File: src/rtl/alu_share_arbiter.sv
// ---------------------------------------------------------------------------
// alu_share_arbiter
//
// Purpose:
//   Shares one external combinational ALU between two requesters. Port 0 is
//   the integer pipeline and port 1 is the branch/address helper. A request is
//   granted round-robin in IDLE. It is then held on the ALU inputs for SETTLE
//   cycles in EXEC. The ALU result is captured into the owner's response
//   register and presented in RESP until the owner consumes it.
//
// Parameters:
//   XLEN    operand/result width (default 32)
//   SETTLE  cycles the ALU inputs are held before capture (legal 1..15)
//
// Ports:
//   clk, reset_n                 clock (rising edge), synchronous active-low reset
//   reqN_valid / reqN_ready      request handshake; ready is combinational in IDLE
//   reqN_ctrl, reqN_a, reqN_b    4-bit ALU control code and operands
//   respN_valid / respN_ready    response handshake towards requester N
//   respN_data                   captured result; holds its value while valid is low
//   respN_err                    illegal-code flag (only with ALU_SHARE_ARB_ERR_EN)
//   alu_ctrl, alu_a, alu_b       registered drive to the shared ALU
//   alu_result                   combinational result from the shared ALU
//
// Configuration:
//   `define ALU_SHARE_ARB_ERR_EN adds the respN_err outputs. Without it, an
//   illegal code (1010..1111) still yields a zero result, but nothing flags it.
// ---------------------------------------------------------------------------
module alu_share_arbiter #(
    parameter int XLEN   = 32,
    parameter int SETTLE = 1
) (
    input  logic            clk,
    input  logic            reset_n,

    input  logic            req0_valid,
    output logic            req0_ready,
    input  logic [3:0]      req0_ctrl,
    input  logic [XLEN-1:0] req0_a,
    input  logic [XLEN-1:0] req0_b,
    output logic            resp0_valid,
    input  logic            resp0_ready,
    output logic [XLEN-1:0] resp0_data,

    input  logic            req1_valid,
    output logic            req1_ready,
    input  logic [3:0]      req1_ctrl,
    input  logic [XLEN-1:0] req1_a,
    input  logic [XLEN-1:0] req1_b,
    output logic            resp1_valid,
    input  logic            resp1_ready,
    output logic [XLEN-1:0] resp1_data,

`ifdef ALU_SHARE_ARB_ERR_EN
    output logic            resp0_err,
    output logic            resp1_err,
`endif

    output logic [3:0]      alu_ctrl,
    output logic [XLEN-1:0] alu_a,
    output logic [XLEN-1:0] alu_b,
    input  logic [XLEN-1:0] alu_result
);

    localparam logic [3:0] CTRL_ADD        = 4'b0010;
    localparam logic [3:0] CTRL_LAST_LEGAL = 4'b1001;
    localparam logic [3:0] SETTLE_INIT     = 4'(SETTLE - 1);

    typedef enum logic [1:0] {
        IDLE = 2'd0,
        EXEC = 2'd1,
        RESP = 2'd2
    } state_t;

    state_t          state;
    state_t          next_state;
    logic            prio;
    logic            owner;
    logic [3:0]      cnt;

    logic            any_valid;
    logic            grant_port;
    logic            grant_fire;
    logic            capture;
    logic            resp_done;
    logic            owner_resp_ready;
    logic            illegal;
    logic [XLEN-1:0] captured;

    // The issue register drives the ALU, so the code being captured is the
    // one that is checked for legality. An illegal code still reaches the ALU
    // unchanged. Only the captured result is forced to zero.
    assign illegal  = (alu_ctrl > CTRL_LAST_LEGAL);
    assign captured = illegal ? '0 : alu_result;

    // Next-state and handshake decode. When both ports are valid, the grant
    // goes to the port named by prio. Otherwise it goes to the only valid
    // port. Ready is also gated by reset_n, so no handshake can complete
    // while the block is held in reset.
    always_comb begin
        next_state       = state;
        req0_ready       = 1'b0;
        req1_ready       = 1'b0;
        grant_fire       = 1'b0;
        capture          = 1'b0;
        resp_done        = 1'b0;
        any_valid        = req0_valid | req1_valid;
        grant_port       = (req0_valid & req1_valid) ? prio : req1_valid;
        owner_resp_ready = owner ? resp1_ready : resp0_ready;

        case (state)
            IDLE: begin
                if (reset_n && any_valid) begin
                    grant_fire = 1'b1;
                    req0_ready = ~grant_port;
                    req1_ready = grant_port;
                    next_state = EXEC;
                end
            end
            EXEC: begin
                if (cnt == 4'd0) begin
                    capture    = 1'b1;
                    next_state = RESP;
                end
            end
            RESP: begin
                if (owner_resp_ready) begin
                    resp_done  = 1'b1;
                    next_state = IDLE;
                end
            end
            default: begin
                next_state = IDLE;
            end
        endcase
    end

    // State register.
    always_ff @(posedge clk) begin
        if (!reset_n) begin
            state <= IDLE;
        end else begin
            state <= next_state;
        end
    end

    // Datapath. A grant loads the issue register and the settle counter and
    // hands priority to the other port. A capture moves the ALU result into
    // the owner's response register. The response register keeps its data
    // after the handshake, so only valid is cleared. A reset in mid-operation
    // drops the operation and restores priority to port 0.
    always_ff @(posedge clk) begin
        if (!reset_n) begin
            prio        <= 1'b0;
            owner       <= 1'b0;
            cnt         <= 4'd0;
            alu_ctrl    <= CTRL_ADD;
            alu_a       <= '0;
            alu_b       <= '0;
            resp0_valid <= 1'b0;
            resp1_valid <= 1'b0;
            resp0_data  <= '0;
            resp1_data  <= '0;
        end else begin
            if (grant_fire) begin
                owner    <= grant_port;
                prio     <= ~grant_port;
                cnt      <= SETTLE_INIT;
                alu_ctrl <= grant_port ? req1_ctrl : req0_ctrl;
                alu_a    <= grant_port ? req1_a    : req0_a;
                alu_b    <= grant_port ? req1_b    : req0_b;
            end else if (state == EXEC && !capture) begin
                cnt <= cnt - 4'd1;
            end

            if (capture) begin
                if (owner) begin
                    resp1_valid <= 1'b1;
                    resp1_data  <= captured;
                end else begin
                    resp0_valid <= 1'b1;
                    resp0_data  <= captured;
                end
            end

            if (resp_done) begin
                if (owner) begin
                    resp1_valid <= 1'b0;
                end else begin
                    resp0_valid <= 1'b0;
                end
            end
        end
    end

`ifdef ALU_SHARE_ARB_ERR_EN
    // The error flags follow the owner's response valid. A flag is set at
    // capture when the issued code was illegal and cleared when the owner
    // consumes the response.
    always_ff @(posedge clk) begin
        if (!reset_n) begin
            resp0_err <= 1'b0;
            resp1_err <= 1'b0;
        end else begin
            if (capture) begin
                if (owner) begin
                    resp1_err <= illegal;
                end else begin
                    resp0_err <= illegal;
                end
            end
            if (resp_done) begin
                if (owner) begin
                    resp1_err <= 1'b0;
                end else begin
                    resp0_err <= 1'b0;
                end
            end
        end
    end
`else
    // Without the error flags, an illegal code shows up only as a zero result.
`endif

endmodule

File: config.mk
export PLATFORM = sky130hd
export DESIGN_NAME = alu_share_arbiter
export DESIGN_NICKNAME = d
export VERILOG_FILES = /design/src/rtl/alu_share_arbiter.sv
export SDC_FILE = /design/constraint.sdc
export NUM_CORES = 1
export LEC_CHECK = 0
export ABC_AREA = 1
export CORE_UTILIZATION = 44
export DETAILED_ROUTE_END_ITERATION = 7
export PLACE_DENSITY = 0.85
export SYNTH_ARGS = -nofsm -noshare
export SYNTH_HDL_FRONTEND = slang
export SYNTH_SLANG_ARGS = --single-unit
export TNS_END_PERCENT = 10
File: constraint.sdc
create_clock -name clk -period 3.1 [get_ports clk]
set_input_delay 0.31 -clock clk [delete_from_list [all_inputs] [get_ports clk]]
set_output_delay 0.31 -clock clk [all_outputs]
set_load 0.05 [all_outputs]
==> results.txt, run 1 <==
----------------------------------------------------
[Power]
  Sequential group share of total power ... 0.344
  Clock group share of total power ... 0.409
  Peak ir drop on the vdd network ... 0.000385 V
  Cell internal power dissipation ... 4.14 mW
  Leak pwr ... 4.98 nW
  Combinational cell fraction of total power ... 0.247
  Switching share of power ... 0.298
  P_sw ... 1.76 mW
  Areal power density over the cells ... 566 nW/um^2

[Clocking]
  Cell at the root of the clock tree ... sky130_fd_sc_hd__clkbuf_16
  CTS tree ... yes
  Number of hold buffers added after cts ... 0
  Number of post-CTS setup repair buffers ... 0
  CTS H-tree depth ... 4
  Clock transition time at the flip-flop clock pins of the worst setup and hold paths ... 0.06 ns
  Clk buf depth ... 2
  Count of instances resized after the clock tree is built ... 0
  Number of buffers inserted during clock tree synthesis ... 17
  Count of clock tree sinks ... 142
  Later-pin clock latency in the skew report ... 0.43 ns

[Placed design]
  GPL Wtd Cong ... 0.827
  Worst slack at placement ... 0.784 ns
  Detailed placement HPWL ... 14.5 mm
  Number of port buffers ... 309

[Final layout]
  Area used by sequential logic in the layout ... 2840 um^2
  Footprint of the multi-input gates ... 3000 um^2
  Proportion of layout cells with a drive suffix above 1 ... 0.0396
  Synth-to-Final Area Change ... 58.1%
  Final net count ... 1526
  Fillcell total ... 1214
  Post-Route Utilization ... 0.714

[Floorplan]
  Std-Cell Core Area ... 14600 um^2
  Std-Cell Rows ... 44
  Starting density of the core ... 0.451
  Top-Level Pins ... 310
  Die extent in y ... 124 um
  Die width ... 124 um
  Die Outline Area ... 15500 um^2

[Critical path]
  Required @ worst endpoint ... 3.46 ns
  Critical path fanouts, max ... 35
  Critical-path cell list ... inv_1 > ha_1 > nand2_1 > nor2_4 > nand2_2 > buf_4 > nand2_1 > nand2_1 > nor2_1
  Element type at the critical path end ... flip-flop
  Type of the worst setup path ... reg -> reg
  Most Frequent Cell on Critical Path ... sky130_fd_sc_hd__nand2_1
  Worst Setup Start Kind ... flip-flop
  Master of the slowest instance on the critical path ... sky130_fd_sc_hd__nand2_2
  Largest incremental delay on the critical path ... 0.49 ns
  Timing startpoint of the critical path ... cnt[0]$_SDFFE_PP0P_
  Reg-to-Reg Start ... cnt[0]$_SDFFE_PP0P_
  Endpoint arrival time on the critical path ... 2.69 ns

[Routing]
  Number of detailed-route iterations in the first pass ... 5
  Per-cell via count in the routed design ... 4.71
  Number of remaining DRC errors ... 0
  Antenna Violating Nets Remaining ... 0
  Overall via count from detail_route ... 7296
  Final routed wirelength across all metal layers ... 21.1 mm
  Initial DRC count ... 493
  WL/cell ... 13.6 um

[Timing]
  Maximum frequency from static timing analysis ... 0.428 GHz
  Shortest clock period the worst path allows after layout ... 2.33 ns
  Slew @ Worst Pin ... 0.778 ns
  RSZ-0062 raised after global routing ... false
  Share of the clock period used by the worst path after layout ... 0.753
  Fin Setup TNS ... 0 ns
  Setup skew after layout ... 0.00956 ns
  Final number of max-transition violations ... 0
  Worst rel slew slack ... 0.481
  Post-route worst setup slack ... 0.766 ns
  Number of setup violations in the final report ... 0
  Number of failing hold endpoints at the final stage ... 0

[Synthesis]
  Share of synthesized registers carrying an async set or reset ... 0
  Synth top area cells ... sky130_fd_sc_hd__dfxtp_1, sky130_fd_sc_hd__nand2_1, sky130_fd_sc_hd__nor2_1
  Top-count cell post-synth ... sky130_fd_sc_hd__nand2_1
  Post-synthesis instance area ... 6590 um^2
  Prevailing post-synth register cell ... sky130_fd_sc_hd__dfxtp_1
  Library cells used by synthesis ... 18
  Avg Inst Size Synth ... 6.13 um^2
  Synth cell count leaders ... sky130_fd_sc_hd__nand2_1, sky130_fd_sc_hd__nor2_1, sky130_fd_sc_hd__dfxtp_1
  Number of storage elements in the synthesis netlist ... 142
  Biggest area consumer among synthesized cells ... sky130_fd_sc_hd__dfxtp_1
  Post-Syn Instances ... 1075
  Share of Yosys cell area claimed by the top area cell type ... 0.432
  Number of warnings printed during yosys synthesis ... 0
  Count of flip-flops with a built-in enable after synthesis ... 0
  Nets in the synthesized netlist ... 1250
  Sequential-to-total area share from yosys stat ... 0.432

[Job]
  Count of maximum capacitance violations ... 0

[Global routing]
  Number of global-route vias before repair ... 7012
  Wire length of the first global-routing pass ... 33.6 mm
  Grt ovf ... 0
  Number of antenna violations at the first check in global routing ... 2
  Maximum number of pins on one net before global-route repair ... 70
  Total routing usage reported by global routing ... 0.272

[Status]
  Run status ... completed

[Worst hold path]
  Class of the worst hold path ... reg -> reg

----------------------------------------------------
## through the flow
step           total power [mW]  hold slack [ns]  std cells  area [um^2]
2_1_floorplan              2.93            0.441       1075         6590
3_3_place_gp               3.50            0.430       1516         9710
3_5_place_dp               3.51            0.435       1516         9710
4_1_cts                    5.93            0.447       1548        10400
5_1_grt                    6.13            0.462       1550        10400
6_report                   5.90            0.445       1550        10400
## worst paths after layout
check,endpoint,slack (ns),cells past startpoint
setup / recovery,resp1_data[7]$_SDFFE_PN0P_,0.77,9
hold reg to reg,flip-flop,0.44,2
setup reg to reg,resp1_data[7]$_SDFFE_PN0P_,0.77,9
hold / removal,flip-flop,0.44,2
## power groups by stage
stage	Combinational [mW]	Clock [mW]	Sequential, mW
finish	1.46	2.41	2.03
global route	1.56	2.53	2.04
CTS	1.46	2.44	2.03
detailed placement	1.45	0	2.06
global placement	1.44	0	2.06
floorplan	0.449	0	2.49
## sequential cells by signal, summed over array words and instances (netlist names), named ones only
signal and cells:
owner 1, state 2, resp1_data 32, alu_b 32
prio 1, alu_ctrl 4, cnt 4, resp0_data 32
alu_a 32
## worst max-delay path: cells and delay by family, from the launching register on
kind	cells	cell delay, ns
flip-flops	1	0.31
adder cells (fa/ha/maj)	1	0.23
AND/OR/NAND/NOR	6	1.21
buffers and inverters	2	0.52
## per-layer routing
layer / part of all wire / GRT usage / vias up
met5: 0 / 0 / -
met4: 0.030 / 0.127 / 0
met3: 0.091 / 0.101 / 48
met2: 0.49 / 0.461 / 287
met1: 0.39 / 0.301 / 3215
li1: - / - / 3746
## kinds of logic after synthesis
logic type	after synthesis	share of synthesized area
flops	142	0.432
buf+inv	184	0.114
compound gates	59	0.0448
xor+xnor	1	0.00133
fa+ha+maj	1	0.00190
simple gates	688	0.406
## layout make-up
type | instances | area share
Multi-Input combinational cell | 749 | 0.288
Timing Repair Buffer | 319 | 0.305
Tap cell | 184 | 0.0221
Clock buffer | 22 | 0.0446
Clock inverter | 10 | 0.0224
Antenna cell | 2 | 0.000481
Inverter | 122 | 0.0440
Sequential cell | 142 | 0.273
## placed cells by master, fill, tap and decap left out, drive strengths merged
cell type,netlist,final
clkdlybuf4s50,0,305
nand3,60,60
o21ai,4,4
inv,122,122
clkbuf,22,22
nor2,150,150
bufinv,0,7
diode,0,2
ha,1,1
nand2,477,477
xor2,1,1
a21oi,55,55
buf,40,14
nand3b,1,1
dfxtp,142,142
clkinv,0,3
No activity file was read; power rests on OpenSTA's default activity.
==> inputs of run 2 (changes only) <==
CORE_UTILIZATION = 37   (was 44)
PLACE_DENSITY = 0.76   (was 0.85)
clock period = 2.1 ns   (was 3.1 ns; I/O delays follow)
==> run 2 against run 1 <==
Effect of this change: highest routed layer unchanged; worst setup slack got worse by 0.50 ns; via count decreased by 1.4%; register-to-register slack got worse by 0.32 ns; clock-buffer cell count decreased by 3; critical path depth decreased by 8; largest power group unchanged; critical path type is now reg -> out; global-route usage decreased by 3.6 points.
==> results.txt, run 2 (synthesis gave the netlist of run 1 again) <==
----------------------------------------------------
[Status]
  Run status ... completed

[Timing]
  Fin Setup TNS ... 0 ns
  Setup skew after layout ... 0.00787 ns
  Maximum frequency from static timing analysis ... 0.546 GHz
  Worst rel slew slack ... 0.617
  Final number of max-transition violations ... 0
  RSZ-0062 raised after global routing ... false
  Slew @ Worst Pin ... 0.573 ns
  Shortest clock period the worst path allows after layout ... 1.83 ns
  Number of failing hold endpoints at the final stage ... 0
  Smallest hold slack ... 0.203 ns
  Share of the clock period used by the worst path after layout ... 0.873
  Number of setup violations in the final report ... 0

[Floorplan]
  Top-Level Pins ... 310
  Std-Cell Rows ... 48
  Starting density of the core ... 0.379
  Die width ... 135 um
  Std-Cell Core Area ... 17400 um^2
  Die Outline Area ... 18300 um^2
  Die extent in y ... 135 um

[Critical path]
  Family with the most delay on the worst path ... buffers and inverters
  Reg-to-Reg End ... resp1_data[10]$_SDFFE_PN0P_
  Endpoint arrival time on the critical path ... 1.62 ns
  Type of the worst setup path ... reg -> out
  Worst Setup Start Kind ... flip-flop
  Largest incremental delay on the critical path ... 0.85 ns
  Element type at the critical path end ... output pin
  Reg-to-Reg Start ... cnt[0]$_SDFFE_PP0P_
  Crit path buf inv count ... 1
  Required @ worst endpoint ... 1.89 ns
  Depth of the worst register-to-register path ... 9
  Critical-path cell list ... clkdlybuf4s50_1
  Critical path fanouts, max ... 3
  Reg2Reg Setup Slack ... 0.45 ns
  Master of the slowest instance on the critical path ... sky130_fd_sc_hd__clkdlybuf4s50_1

[Routing]
  Final routed wirelength across all metal layers ... 21.5 mm
  Per-cell via count in the routed design ... 4.50
  Overall via count from detail_route ... 7196
  Number of remaining DRC errors ... 0
  Initial DRC count ... 319
  Number of detailed-route iterations in the first pass ... 4
  WL/cell ... 13.5 um
  Antenna Violating Nets Remaining ... 0

[Worst hold path]
  Worst hold path stage count ... 5
  Min-Delay Startpoint ... req1_valid
  Class of the worst hold path ... in -> reg
  Endpoint of the worst hold-timing path ... alu_b[6]$_SDFFE_PN0P_

[Clocking]
  Clock transition time at the flip-flop clock pins of the worst setup and hold paths ... 0.06 ns
  Clk buf depth ... 2
  Number of buffers inserted during clock tree synthesis ... 17
  Number of hold buffers added after cts ... 0
  Count of clock tree sinks ... 142
  Later-pin clock latency in the skew report ... 0.42 ns
  Count of instances resized after the clock tree is built ... 0
  CTS tree ... yes
  CTS H-tree depth ... 4
  Cell at the root of the clock tree ... sky130_fd_sc_hd__clkbuf_16
  Number of post-CTS setup repair buffers ... 0

[Final layout]
  Highest-count cells in the layout ignoring fill and taps ... sky130_fd_sc_hd__nand2_1, sky130_fd_sc_hd__clkdlybuf4s50_1, sky130_fd_sc_hd__nor2_1, sky130_fd_sc_hd__dfxtp_1, sky130_fd_sc_hd__inv_1
  Proportion of layout cells with a drive suffix above 1 ... 0.0466
  Cell Count, Final, Fillers Out ... 1600
  Most common cell after layout, fill and taps aside ... sky130_fd_sc_hd__nand2_1
  Final net count ... 1535
  Post-Route Utilization ... 0.609
  Synth-to-Final Area Change ... 60.6%

[Global routing]
  Maximum number of pins on one net before global-route repair ... 68
  Number of global-route vias before repair ... 6710
  Grt ovf ... 0
  Number of antenna violations at the first check in global routing ... 2
  Wire length of the first global-routing pass ... 33.4 mm
  Total routing usage reported by global routing ... 0.236

[Power]
  Peak ir drop on the vdd network ... 0.000571 V
  Leak pwr ... 5.04 nW
  Final Power ... 8.63 mW
  Areal power density over the cells ... 816 nW/um^2

[Placed design]
  Dpl cells ... 1566
  GPL Wtd Cong ... 0.814
  Detailed placement HPWL ... 15.2 mm
  Number of port buffers ... 309

[Job]
  Count of maximum capacitance violations ... 0

----------------------------------------------------
-- run 2: report_power, final --
part           total, mW  switching, mW  internal, mW
clock               3.45           1.21          2.24
combinational       2.19           1.34         0.847
sequential          2.99          0.103          2.89
-- run 2: routing by layer --
metal / vias up / global-route usage / part of all wire
li1: 3765 / - / -
met2: 235 / 0.404 / 0.49
met3: 24 / 0.103 / 0.10
met4: 0 / 0.103 / 0.019
met5: - / 0 / 0
met1: 3172 / 0.251 / 0.39
-- run 2: worst max path at each step --
stage	to	depth (start not counted)	start
3_5_place_dp	alu_b[26]$_SDFFE_PN0P_	8	req0_valid
6_report	alu_ctrl[1]	1	alu_ctrl[1]$_SDFFE_PN1P_
3_3_place_gp	alu_a[20]$_SDFFE_PN0P_	8	req0_valid
5_1_grt	alu_ctrl[1]	1	alu_ctrl[1]$_SDFFE_PN1P_
2_1_floorplan	resp0_data[1]$_SDFFE_PN0P_	6	alu_ctrl[3]$_SDFFE_PN0P_
4_1_cts	resp0_valid	1	flip-flop
-- run 2: cell type report --
| type | instances | area (um^2) |
|---|---|---|
| antenna | 2 | 5.00 |
| clock buffer | 19 | 433 |
| clock inverter | 13 | 235 |
| fill | 1629 | 6780 |
| inverter | 122 | 458 |
| multi-input combinational | 749 | 3000 |
| sequential | 142 | 2840 |
| tap | 225 | 282 |
| timing repair buffer | 328 | 3320 |
-- run 2: metrics by stage --
step / setup WS, ns / area [um^2]
6_report: 0.267 / 10600
3_5_place_dp: 0.345 / 9900
4_1_cts: 0.234 / 10600
3_3_place_gp: 0.432 / 9900
5_1_grt: 0.190 / 10600
2_1_floorplan: 0.548 / 6590
-- run 2: worst min-delay path: stages --
cell	delay, ns
sky130_fd_sc_hd__buf_2	0.13
sky130_fd_sc_hd__nand3_1	0.08
sky130_fd_sc_hd__nand2_1	0.05
sky130_fd_sc_hd__nand2_1	0.05
sky130_fd_sc_hd__a21oi_1	0.05
